**src/rtl/heading_pid_pkg.sv**
```systemverilog
// Shared constants and the signed-narrowing helper for the heading-hold PID.
package heading_pid_pkg;

  localparam int HDG_W     = 12;
  localparam int ERR_W     = 10;
  localparam int DIFF_W    = 8;
  localparam int INTG_W    = 16;
  localparam int SPD_W     = 12;
  localparam int FRWRD_W   = 11;
  localparam int P_W       = 14;
  localparam int D_W       = 13;
  localparam int SUM_W     = 15;
  localparam int PID_SHIFT = 3;

  localparam logic signed [3:0] P_COEFF = 4'sd3;
  localparam logic signed [4:0] D_COEFF = 5'sd7;
  localparam int AT_HDG_THRESH = 30;

  // Clamp a signed value to the range of a w-bit two's complement number.
  // Callers narrow the result with a size cast to the target width.
  function automatic logic signed [31:0] sat_signed(input logic signed [31:0] x,
                                                     input int w);
    logic signed [31:0] hi;
    logic signed [31:0] lo;
    hi = (32'sd1 <<< (w - 1)) - 32'sd1;
    lo = -(32'sd1 <<< (w - 1));
    if (x > hi) return hi;
    if (x < lo) return lo;
    return x;
  endfunction

endpackage

```
**src/rtl/pid_intgrtr.sv**
```systemverilog
// Integral accumulator: adds the saturated heading error on each enabled
// update, refuses any update that would overflow (holds instead of wrapping),
// and clears synchronously whenever the robot is not moving.
module pid_intgrtr
  import heading_pid_pkg::*;
(
  input  logic                     clk,
  input  logic                     rst_n,
  input  logic                     clr,
  input  logic                     en,
  input  logic signed [ERR_W-1:0]  inc,
  output logic signed [INTG_W-1:0] value
);

  logic signed [INTG_W:0] sum;
  logic                   ovf;

  // One extra bit of headroom exposes a signed overflow as a sign mismatch.
  always_comb begin
    sum = (INTG_W + 1)'(value) + (INTG_W + 1)'(inc);
    ovf = sum[INTG_W] != sum[INTG_W-1];
  end

  // Clear has priority over an update arriving in the same cycle.
  always_ff @(posedge clk or negedge rst_n) begin
    if (!rst_n) begin
      value <= '0;
    end else if (clr) begin
      value <= '0;
    end else if (en && !ovf) begin
      value <= sum[INTG_W-1:0];
    end
  end

endmodule

```
**src/rtl/heading_pid.sv**
```systemverilog
// Heading-hold PID: turns each new heading sample into differential wheel
// speed demands through a 3-stage pipeline (error, P/I/D terms, mix).
module heading_pid
  import heading_pid_pkg::*;
#(
  parameter int FAST_SIM = 1,
  parameter int D_DEPTH  = 2
) (
  input  logic               clk,
  input  logic               rst_n,
  input  logic               hdg_vld,
  input  logic signed [11:0] actl_hdg,
  input  logic signed [11:0] dsrd_hdg,
  input  logic               moving,
  input  logic [10:0]        frwrd,
  output logic signed [11:0] lft_spd,
  output logic signed [11:0] rght_spd,
  output logic               spd_vld,
  output logic               at_hdg
);

  localparam int I_SHIFT = (FAST_SIM != 0) ? 1 : 4;

  logic signed [HDG_W-1:0]  err_c;
  logic signed [ERR_W-1:0]  err_sat_c;
  logic                     at_hdg_c;
  logic signed [ERR_W-1:0]  err_p1;
  logic                     vld_p1;

  logic signed [DIFF_W-1:0] d_diff_c;
  logic signed [P_W-1:0]    p_c;
  logic signed [D_W-1:0]    d_c;
  logic signed [P_W-1:0]    p_p2;
  logic signed [D_W-1:0]    d_p2;
  logic                     vld_p2;
  logic signed [ERR_W-1:0]  dq [D_DEPTH];
  logic signed [INTG_W-1:0] intg;

  logic signed [SPD_W-1:0]  i_c;
  logic signed [SUM_W-1:0]  sum_c;
  logic signed [SPD_W-1:0]  pid_c;
  logic signed [SPD_W-1:0]  lft_c;
  logic signed [SPD_W-1:0]  rght_c;

  // ---- stage 1: heading error (wraps modulo 4096), saturation, at-heading
  always_comb begin
    err_c     = actl_hdg - dsrd_hdg;
    err_sat_c = ERR_W'(sat_signed(32'(err_c), ERR_W));
    at_hdg_c  = (32'(err_sat_c) < AT_HDG_THRESH) && (32'(err_sat_c) > -AT_HDG_THRESH);
  end

  // Register the error and the at-heading flag only when a new sample arrives.
  always_ff @(posedge clk or negedge rst_n) begin
    if (!rst_n) begin
      err_p1 <= '0;
      at_hdg <= 1'b0;
      vld_p1 <= 1'b0;
    end else begin
      vld_p1 <= hdg_vld;
      if (hdg_vld) begin
        err_p1 <= err_sat_c;
        at_hdg <= at_hdg_c;
      end
    end
  end

  // ---- stage 2: proportional and derivative terms, past-error queue
  always_comb begin
    d_diff_c = DIFF_W'(sat_signed(32'(err_p1) - 32'(dq[D_DEPTH-1]), DIFF_W));
    p_c      = P_W'(32'(err_p1) * 32'(P_COEFF));
    d_c      = D_W'(32'(d_diff_c) * 32'(D_COEFF));
  end

  // P/D terms follow the sample; the queue empties whenever the robot stops.
  always_ff @(posedge clk or negedge rst_n) begin
    if (!rst_n) begin
      p_p2   <= '0;
      d_p2   <= '0;
      vld_p2 <= 1'b0;
      for (int i = 0; i < D_DEPTH; i++) dq[i] <= '0;
    end else begin
      vld_p2 <= vld_p1;
      if (vld_p1) begin
        p_p2 <= p_c;
        d_p2 <= d_c;
      end
      if (!moving) begin
        for (int i = 0; i < D_DEPTH; i++) dq[i] <= '0;
      end else if (vld_p1) begin
        for (int i = D_DEPTH - 1; i > 0; i--) dq[i] <= dq[i-1];
        dq[0] <= err_p1;
      end
    end
  end

  pid_intgrtr u_intg (
    .clk   (clk),
    .rst_n (rst_n),
    .clr   (!moving),
    .en    (vld_p1),
    .inc   (err_p1),
    .value (intg)
  );

  // ---- stage 3: integral scaling, term sum, differential wheel mix
  always_comb begin
    i_c    = SPD_W'(sat_signed(32'(intg) >>> I_SHIFT, SPD_W));
    sum_c  = SUM_W'(32'(p_p2) + 32'(i_c) + 32'(d_p2));
    pid_c  = SPD_W'(sum_c >>> PID_SHIFT);
    lft_c  = SPD_W'(sat_signed($signed(32'(frwrd)) + 32'(pid_c), SPD_W));
    rght_c = SPD_W'(sat_signed($signed(32'(frwrd)) - 32'(pid_c), SPD_W));
  end

  // Speeds update only with a completed sample and hold otherwise; a stopped
  // robot still reports the sample but with zero speed demands.
  always_ff @(posedge clk or negedge rst_n) begin
    if (!rst_n) begin
      lft_spd  <= '0;
      rght_spd <= '0;
      spd_vld  <= 1'b0;
    end else begin
      spd_vld <= vld_p2;
      if (vld_p2) begin
        lft_spd  <= moving ? lft_c : '0;
        rght_spd <= moving ? rght_c : '0;
      end
    end
  end

endmodule
```
**config.mk**
```make
export PLATFORM = sky130hd
export DESIGN_NAME = heading_pid
export DESIGN_NICKNAME = d
export VERILOG_FILES = /design/src/rtl/heading_pid_pkg.sv /design/src/rtl/pid_intgrtr.sv /design/src/rtl/heading_pid.sv
export SDC_FILE = /design/constraint.sdc
export NUM_CORES = 1
export LEC_CHECK = 0
export BUFFER_PORTS_ARGS = -buffer_cell sky130_fd_sc_hd__buf_4
export CAP_MARGIN = 0
export CORE_ASPECT_RATIO = 1.1
export CORE_MARGIN = 10
export CORE_UTILIZATION = 40
export CTS_BUF_LIST = sky130_fd_sc_hd__clkbuf_4 sky130_fd_sc_hd__clkbuf_8
export CTS_CLUSTER_SIZE = 28
export DETAILED_ROUTE_END_ITERATION = 16
export GPL_ROUTABILITY_DRIVEN = 0
export SYNTH_ARGS = -nofsm -noshare
export SYNTH_HDL_FRONTEND = slang
export SYNTH_SLANG_ARGS = --single-unit
```
**constraint.sdc**
```tcl
create_clock -name clk -period 13.05 [get_ports clk]
set_input_delay 0.6525 -clock clk [delete_from_list [all_inputs] [get_ports clk]]
set_output_delay 0.6525 -clock clk [all_outputs]
set_load 0.03 [all_outputs]
```
==> impl_metrics.py, run 1 <==
metrics = {
    "run_status": {
        "status": "complete, no violations",
    },
    "cts": {
        "cts-root-buf": "clkbuf_8",
        "cts_hold_buf": 0,
        "clockBufferDepth": 2,
        "insertion_delay_ns": 0.39,
        "cts_tree": "yes",
        "cts_setup_buffers": 0,
        "cts_sinks": 99,
        "cts_buffers": 9,
        "cts_htree_levels": 3,
        "path_clk_slew_ns": 0.10,
        "postCtsResizedCells": 0,
    },
    "routing": {
        "wl_per_cell_um": 16.0,
        "vias": 7204,
        "wirelength_um": 21700,
        "firstDrtPassIters": 5,
        "postRouteAntennaNets": 0,
        "drt_first_iter_violations": 287,
        "avgViaCountPerCell": 5.30,
        "drc_errors": 0,
    },
    "floorplanning": {
        "die_area_mm2": 0.0289,
        "coreArea_mm2": 0.0221,
        "rows": 57,
        "pin_count": 65,
        "dieWidth_um": 163,
        "die_height_um": 177,
        "floorplan.initialDensity": 0.407,
    },
    "setup_path": {
        "worstReg2RegEnd": "lft_spd[9]",
        "crit_family": "compound AO/OA/AOI/OAI gates",
        "crit_chain": "nor3_1, nor2_1, o21ai_0, fa_1, inv_1, ha_1, a211oi_1, or2_2, nor2_1, a21oi_1, o21ba_2, xnor2_1, ha_1, a21o_1, a2bb2oi_1, a21oi_1, o31ai_1, a21oi_1, mux2i_1, o221ai_1",
        "slowest_stage": "mux2i_1",
        "slowest_delay_ns": 0.78,
        "end_kind": "register",
        "crit_end": "lft_spd[9]",
        "crit_start": "u_intg.value[14]",
        "cp.arrival_ns": 5.97,
        "crit_cells": 20,
        "critPathKind": "register to register",
        "cp_common_cell": "a21oi_1",
        "crit_required_ns": 13.27,
        "cp_max_fo": 11,
        "r2r-start": "u_intg.value[14]",
        "r2r_slack_ns": 7.30,
        "start_kind": "register",
        "reg2regPathDepth": 20,
        "crit_buf_inv": 1,
    },
    "logic_synthesis": {
        "ys_ff_latch": 99,
        "synth_top_area_share": 0.275,
        "synth_ff_type": "dfrtp_1",
        "yosys.area.top_type": "dfrtp_1",
        "netlist_area_mm2": 0.00900,
        "synthDistinctLibCells": 79,
        "synth_common_cells": "111 x ha_1, 100 x inv_1, 99 x dfrtp_1, 78 x nand2_1, 75 x nor2_1",
        "yosys_warnings": 0,
        "yosysMostFrequentCell": "ha_1",
        "async_reset_ff_frac": 1.00,
        "post_synth_inst_count": 1005,
        "synth_edf_count": 0,
        "ys_seq_area_frac": 0.275,
        "avgSynthCellArea_um2": 8.96,
        "synthTopCellsByArea": "dfrtp_1 28%, ha_1 15%, fa_1 5.3%",
        "synth_nets": 1179,
    },
    "global_routing": {
        "grt_usage": 0.156,
        "use_met3": 0.0255,
        "grt_max_degree": 72,
        "grt_pass1_vias": 7373,
        "grt_pass1_wl_um": 37300,
        "grt-busiest-layer": "met2",
        "antenna_found_initial": 0,
        "use_met2": 0.270,
        "met1_usage": 0.195,
        "grt_overflow": 0,
    },
    "cells_and_area": {
        "syn2layout_area_growth_pct": 10.7,
        "nets": 1232,
        "drive_gt1_frac": 0.113,
        "diodes": 0,
    },
    "timing": {
        "min_period_ns": 5.75,
        "worstMarginPinSlew_ns": 1.03,
        "max_slew_margin": 0.294,
        "finalHoldViolCount": 0,
        "tns_ns": 0,
        "finClkSkew_ns": 0.0114,
        "slew_violations": 0,
        "rsz0062_at_grt": "false",
        "final-setup-viol-count": 0,
        "fmax_mhz": 174,
        "post-route-period-util": 0.440,
    },
    "place": {
        "dp_hpwl_um": 17400,
        "port_buffers": 64,
    },
    "min_path": {
        "min_path_type": "input port to asynchronous set/reset pin",
    },
    "run": {
        "drv_cap": 0,
    },
}
-- state kept, by name, indices dropped and copies added (netlist names) --
name          cells
dq               20
lft_spd          12
vld_p2            1
at_hdg            1
rght_spd         12
err_p1           10
spd_vld           1
u_intg.value     16
p_p2             13
d_p2             12
vld_p1            1
-- per-layer routing --
metal	vias to the layer above	routed length (µm)
met4	0	386
li1	3695	-
met2	108	10500
met1	3378	10100
met3	23	697
met5	-	0
-- cell usage in the layout, fill, tap and decap left out, types with 7 or more instances in the layout --
| cell | instances |
|---|---|
| a211oi_1 | 12 |
| a21o_1 | 22 |
| a21oi_1 | 62 |
| a311oi_1 | 7 |
| a31oi_1 | 13 |
| and3_1 | 12 |
| buf_4 | 68 |
| clkbuf_8 | 10 |
| dfrtp_1 | 98 |
| fa_1 | 24 |
| ha_1 | 111 |
| inv_1 | 100 |
| mux2_2 | 7 |
| mux2i_1 | 38 |
| nand2_1 | 78 |
| nand2b_1 | 13 |
| nand3_1 | 16 |
| nor2_1 | 75 |
| nor2b_1 | 11 |
| nor3_1 | 11 |
| nor4_1 | 8 |
| o211ai_1 | 7 |
| o21a_1 | 10 |
| o21ai_0 | 52 |
| o221ai_1 | 8 |
| or2_2 | 8 |
| or3_1 | 7 |
| xnor2_1 | 39 |
| xor2_1 | 26 |
-- area by class of cell --
type                    instances  area [µm²]
clock buffers                  10         138
clock inverters                 6        48.8
fillers                      2220       12100
inverters                     102         383
multi-input cells             778        6040
flip-flops and latches         99        2480
well taps                     295         369
repair buffers                 68         510
-- how the worst min path moves through the flow --
stage          slack [ns]     endpoint   startpoint
2_1_floorplan        0.35      spd_vld       vld_p2
3_3_place_gp         0.48  rght_spd[7]  rght_spd[7]
3_5_place_dp         0.48  rght_spd[5]  rght_spd[5]
4_1_cts              0.17   lft_spd[1]        rst_n
5_1_grt              0.17   lft_spd[1]        rst_n
6_report             0.17   lft_spd[1]        rst_n
-- metrics by stage --
step | util | hold slack, ns | area (µm²) | setup WS, ns | instances
final | 0.451 | 0.167 | 9970 | 7.30 | 1358
after detailed placement | 0.442 | 0.477 | 9780 | 7.38 | 1342
after floorplan | - | 0.352 | 9000 | 8.06 | 1005
after global placement | 0.442 | 0.476 | 9780 | 7.57 | 1342
after CTS | 0.451 | 0.166 | 9970 | 7.36 | 1358
after global routing | 0.451 | 0.174 | 9970 | 6.74 | 1358
-- logic make-up (layout without fill, tap and decap cells) --
group / Yosys count / count (layout) / synth area share
adder cells (fa/ha/maj): 135 / 135 / 0.208
XOR/XNOR: 65 / 65 / 0.0632
AND/OR/NAND/NOR: 261 / 261 / 0.139
buffers and inverters: 128 / 186 / 0.0539
flip-flops: 99 / 99 / 0.275
AO/OA/AOI/OAI: 272 / 272 / 0.210
multiplexers: 45 / 45 / 0.0510
-- worst reg2reg max path: stages, from the launching register on --
cell and delay [ns]:
dfrtp_1 0.43, nor3_1 0.08, nor2_1 0.44, o21ai_0 0.19, fa_1 0.52, inv_1 0.05, ha_1 0.28, a211oi_1 0.08
or2_2 0.35, nor2_1 0.19, a21oi_1 0.12, o21ba_2 0.23, xnor2_1 0.13, ha_1 0.36, a21o_1 0.20, a2bb2oi_1 0.28
a21oi_1 0.16, o31ai_1 0.38, a21oi_1 0.12, mux2i_1 0.78, o221ai_1 0.21
Power of run 1 is left out: the tool's default activity adds up to more than one toggle a clock period on the data nets, which glitch-free logic cannot reach.
==> run 2: changes to the inputs <==
==> constraint.sdc (replaced) <==
create_clock -name clk -period 5.7 [get_ports clk]
set_input_delay 0.285 -clock clk [delete_from_list [all_inputs] [get_ports clk]]
set_output_delay 0.285 -clock clk [all_outputs]
set_load 0.03 [all_outputs]
==> run 2 against run 1 <==
Final area rose by 1.2%; fmax rose by 7.9%; setup slack got worse by 6.9 ns; die area did not move; critical endpoint is now rght_spd[8]; routed wire length rose by 0.64%; core utilization rose by 0.54 points; highest routed layer unchanged; flip-flop and latch count did not move; via count rose by 2.0%; largest cell class unchanged; non-clock buffer count rose by 15; count of clock-buffer cells in the layout fell by 1.
==> impl_metrics.py, run 2 (synthesis gave the netlist of run 1 again) <==
metrics = {
    "global_routing": {
        "grt_pass1_wl_um": 36600,
        "grt_usage": 0.154,
        "grt_max_degree": 74,
        "antenna_found_initial": 0,
        "use_met3": 0.0250,
        "use_met2": 0.274,
        "grt_overflow": 0,
        "grt_pass1_vias": 7332,
        "met1_usage": 0.187,
        "grt-busiest-layer": "met2",
    },
    "routing": {
        "vias": 7348,
        "drt_first_iter_violations": 243,
        "wl_per_cell_um": 15.9,
        "postRouteAntennaNets": 0,
        "drc_errors": 0,
        "firstDrtPassIters": 5,
        "avgViaCountPerCell": 5.35,
        "wirelength_um": 21800,
    },
    "min_path": {
        "min_path_type": "input port to register",
        "worstHoldStart": "hdg_vld",
        "min_to": "vld_p1",
        "holdPathStages": 1,
    },
    "cells_and_area": {
        "layout_common_cells": "111 x ha_1, 100 x inv_1, 98 x dfrtp_1, 82 x buf_4, 78 x nand2_1",
        "top_register": "dq",
        "register_area_mm2": 0.00248,
        "syn2layout_area_growth_pct": 12.0,
        "diodes": 0,
        "drive_gt1_frac": 0.126,
        "multi_input_area_mm2": 0.00605,
        "largest_reg_flops": 20,
        "nets": 1247,
        "n_fill_cell": 2194,
        "top_regs": "dq x20, u_intg.value x16, p_p2 x13",
        "final_common_cell": "ha_1",
    },
    "timing": {
        "min_period_ns": 5.33,
        "finalHoldViolCount": 0,
        "hold_slack_ns": 0.0901,
        "worstMarginPinSlew_ns": 0.943,
        "max_slew_margin": 0.371,
        "post-route-period-util": 0.935,
        "fmax_mhz": 188,
        "slew_violations": 0,
        "final-setup-viol-count": 0,
        "finClkSkew_ns": 0.0192,
    },
    "floorplanning": {
        "die_height_um": 177,
        "die_area_mm2": 0.0289,
        "floorplan.initialDensity": 0.407,
        "coreArea_mm2": 0.0221,
        "dieWidth_um": 163,
        "rows": 57,
        "pin_count": 65,
    },
    "cts": {
        "clockBufferDepth": 2,
        "cts_tree": "yes",
        "cts_sinks": 99,
        "path_clk_slew_ns": 0.11,
        "insertion_delay_ns": 0.40,
        "cts-root-buf": "clkbuf_8",
        "cts_buffers": 9,
        "cts_htree_levels": 3,
    },
    "setup_path": {
        "start_kind": "register",
        "cp.arrival_ns": 5.61,
        "worstReg2RegEnd": "rght_spd[8]",
        "r2r-start": "u_intg.value[12]",
        "reg2regPathDepth": 19,
        "cp_max_fo": 10,
        "r2r_slack_ns": 0.37,
        "end_kind": "register",
        "critPathKind": "register to register",
        "crit_required_ns": 5.99,
    },
    "run": {
        "drv_cap": 0,
    },
    "place": {
        "dp_hpwl_um": 17600,
        "port_buffers": 64,
    },
    "run_status": {
        "status": "complete, no violations",
    },
}
## run 2: cell types whose count changed in the layout (fill, tap and decap cells not counted)
| cell | delta |
|---|---|
| clkbuf_8 | -1 |
| o2111ai_2 | +1 |
| inv_6 | +3 |
| dlygate4sd3_1 | +1 |
| nor2_1 | -1 |
| o2111ai_1 | -1 |
| buf_4 | +14 |
| clkinv_4 | +1 |
| inv_8 | -1 |
| clkinvlp_4 | -2 |
| nor2_2 | +1 |
## run 2: repair_timing
item / in CTS / in global routing
hold endpoints to repair: 26 / 0
endpoints found under the setup margin: 0 / 7
hold buffers: 1 / 0
gates resized for setup: 0 / 2
setup buffers: 0 / 0
## run 2: worst max-delay path: stages (launching register included)
cell	delay [ns]
dfrtp_1	0.43
nand3_1	0.14
nand2_1	0.25
o21ai_0	0.18
fa_1	0.51
inv_1	0.04
ha_1	0.34
a21o_1	0.19
a31o_2	0.25
a21oi_1	0.23
o41ai_4	0.14
a21oi_2	0.30
o21ai_2	0.13
xor2_1	0.17
ha_1	0.36
or3_1	0.33
a2111oi_0	0.49
o2111ai_2	0.35
a32oi_1	0.29
o21ai_0	0.11
## run 2: worst max-delay path by stage
stage,endpoint,startpoint,cells past startpoint,slack (ns)
floorplan,rght_spd[10],u_intg.value[15],19,0.71
global placement,rght_spd[10],u_intg.value[12],19,0.39
detailed placement,rght_spd[10],u_intg.value[13],19,0.29
CTS,rght_spd[4],u_intg.value[12],19,0.27
global route,rght_spd[4],u_intg.value[12],19,-0.003
finish,rght_spd[8],u_intg.value[12],19,0.37
## run 2: metrics by stage
| stage | utilization | instances | instance area, µm² | setup TNS (ns) | setup slack (ns) |
|---|---|---|---|---|---|
| after CTS | 0.456 | 1373 | 10100 | 0 | 0.270 |
| after detailed placement | 0.447 | 1356 | 9890 | 0 | 0.291 |
| after global placement | 0.447 | 1356 | 9890 | 0 | 0.391 |
| after floorplan | - | 1005 | 9000 | 0 | 0.706 |
| final | 0.456 | 1373 | 10100 | 0 | 0.373 |
| after global routing | 0.456 | 1373 | 10100 | -0.00283 | -0.00283 |
## run 2: layer usage
| metal | vias up | share of wire |
|---|---|---|
| met3 | 22 | 0.036 |
| met2 | 124 | 0.51 |
| met5 | - | 0 |
| li1 | 3730 | - |
| met1 | 3472 | 0.44 |
| met4 | 0 | 0.015 |
## run 2: final cells by class
type | instances | share of cell area
repair buffers | 83 | 0.0620
multi-input cells | 778 | 0.600
clock buffers | 9 | 0.0123
clock inverters | 7 | 0.00571
well taps | 295 | 0.0366
flip-flops and latches | 99 | 0.246
inverters | 102 | 0.0380
Power of run 2 is left out for the same reason.
==> run 3: changes to the inputs <==
--- a/config.mk
+++ b/config.mk
@@ -8,7 +8,6 @@
 export BUFFER_PORTS_ARGS = -buffer_cell sky130_fd_sc_hd__buf_4
 export CAP_MARGIN = 0
 export CORE_ASPECT_RATIO = 1.1
-export CORE_MARGIN = 10
 export CORE_UTILIZATION = 40
 export CTS_BUF_LIST = sky130_fd_sc_hd__clkbuf_4 sky130_fd_sc_hd__clkbuf_8
 export CTS_CLUSTER_SIZE = 28
==> run 3 against run 2 <==
First-iteration DRC count rose by 5.3%; global-route usage rose by 4.4 points; flip-flop and latch count is the same; die area decreased by 20%; register-to-register slack better by 0.14 ns; cell count did not move; core utilization rose by 0.44 points; critical path depth unchanged; sequential share of layout area down 0.24 points; worst hold slack better by 0.012 ns; via count up 0.54%; non-clock buffer count stayed put; critical endpoint is now d_p2[8]; highest routed layer unchanged.
==> impl_metrics.py, run 3 (synthesis gave the netlist of run 1 again) <==
metrics = {
    "setup_path": {
        "crit_chain": "inv_1, ha_1, inv_1, fa_1, a21oi_1, o2bb2ai_1, o31ai_1, xnor2_1, o31ai_2, nand2_1, ha_1, fa_1, fa_1, a21o_1, a21oi_1, o21bai_1, a21oi_1, xnor2_1, mux2_2",
        "worstReg2RegEnd": "d_p2[8]",
        "critPathKind": "register to register",
        "start_kind": "register",
        "r2r_slack_ns": 0.52,
        "cp.arrival_ns": 5.46,
        "slowest_delay_ns": 0.51,
        "reg2regPathDepth": 19,
        "end_kind": "register",
        "r2r-start": "err_p1[0]",
        "slowest_stage": "fa_1",
        "crit_required_ns": 5.98,
        "cp_max_fo": 6,
    },
    "timing": {
        "finalHoldViolCount": 0,
        "hold_slack_ns": 0.102,
        "tns_ns": 0,
        "worstMarginPinSlew_ns": 0.968,
        "post-route-period-util": 0.909,
        "max_slew_margin": 0.355,
        "final-setup-viol-count": 0,
        "slew_violations": 0,
        "timing.final.ws_setup_ns": 0.517,
        "min_period_ns": 5.18,
        "fmax_mhz": 193,
        "rsz0062_at_grt": "false",
        "finClkSkew_ns": 0.0178,
    },
    "floorplanning": {
        "coreArea_mm2": 0.0221,
        "floorplan.initialDensity": 0.407,
        "rows": 57,
        "dieWidth_um": 145,
        "pin_count": 65,
        "die_area_mm2": 0.0231,
        "die_height_um": 159,
    },
    "cts": {
        "cts_tree": "yes",
        "clockBufferDepth": 2,
        "path_clk_slew_ns": 0.11,
        "cts-root-buf": "clkbuf_8",
        "cts_htree_levels": 3,
        "cts_sinks": 99,
        "insertion_delay_ns": 0.40,
        "cts_buffers": 9,
        "cts_setup_buffers": 0,
    },
    "run": {
        "drv_cap": 0,
    },
    "routing": {
        "firstDrtPassIters": 5,
        "drt_first_iter_violations": 256,
        "avgViaCountPerCell": 5.38,
        "postRouteAntennaNets": 0,
        "drc_errors": 0,
        "vias": 7388,
        "wl_per_cell_um": 16.0,
        "wirelength_um": 21900,
    },
    "global_routing": {
        "grt_pass1_wl_um": 36900,
        "grt_usage": 0.198,
        "grt_overflow": 0,
        "antenna_found_initial": 0,
        "grt_max_degree": 70,
        "grt_pass1_vias": 7370,
    },
    "place": {
        "placed_cell_area_mm2": 0.00989,
        "dp_hpwl_um": 17300,
        "port_buffers": 64,
        "post-place-ws_ns": 0.266,
    },
    "cells_and_area": {
        "top_regs": "dq x20, u_intg.value x16, p_p2 x13",
        "final_cell_area_mm2": 0.0102,
        "drive_gt1_frac": 0.128,
        "syn2layout_area_growth_pct": 13.1,
        "largest_reg_flops": 20,
        "final_common_cell": "ha_1",
        "diodes": 0,
        "top_register": "dq",
        "nets": 1247,
        "layout_common_cells": "111 x ha_1, 100 x inv_1, 98 x dfrtp_1, 82 x buf_4, 78 x nand2_1",
    },
    "min_path": {
        "worstHoldStart": "hdg_vld",
        "holdPathStages": 1,
        "min_to": "vld_p1",
        "min_path_type": "input port to register",
    },
    "run_status": {
        "status": "complete, no violations",
    },
}
==> run 3: timing repair <==
action	in CTS	in global routing
hold buffers	1	0
gates resized for setup	0	5
endpoints found under the setup margin	0	8
hold endpoints to repair	30	0
==> run 3: how the worst max path moves through the flow <==
stage | from | end | slack (ns) | cells past startpoint
after floorplan | u_intg.value[15] | rght_spd[10] | 0.71 | 19
after global placement | u_intg.value[14] | rght_spd[10] | 0.38 | 19
after detailed placement | u_intg.value[12] | rght_spd[4] | 0.27 | 19
after CTS | u_intg.value[13] | rght_spd[4] | 0.22 | 19
after global routing | err_p1[0] | d_p2[8] | 0.04 | 19
final | err_p1[0] | d_p2[8] | 0.52 | 19
==> run 3: worst max-delay path: cells and delay by family (launching register included) <==
kind / cells / cell delay, ns
buf+inv: 2 / 0.13
mux: 1 / 0.27
flops: 1 / 0.40
fa+ha+maj: 5 / 1.93
compound gates: 8 / 1.81
simple gates: 1 / 0.21
xor+xnor: 2 / 0.31
==> run 3: per-stage QoR <==
step            util  cells
2_1_floorplan      -   1005
6_report       0.461   1373
3_3_place_gp   0.447   1356
5_1_grt        0.461   1373
4_1_cts        0.460   1373
3_5_place_dp   0.447   1356
==> run 3: area by class of cell <==
type / instances / area [µm²]
Sequential cell: 99 / 2480
Clock inverter: 6 / 136
Tap cell: 295 / 369
Inverter: 102 / 383
Clock buffer: 10 / 131
Fill cell: 2192 / 11900
Multi-Input combinational cell: 778 / 6060
Timing Repair Buffer: 83 / 626
==> run 3: layer usage <==
layer,GRT usage,vias to the layer above,share of wire
li1,-,3721,-
met5,0,-,0
met2,0.360,124,0.50
met3,0.0252,31,0.030
met4,0.0656,0,0.023
met1,0.242,3512,0.45
Power of run 3 is left out for the same reason.
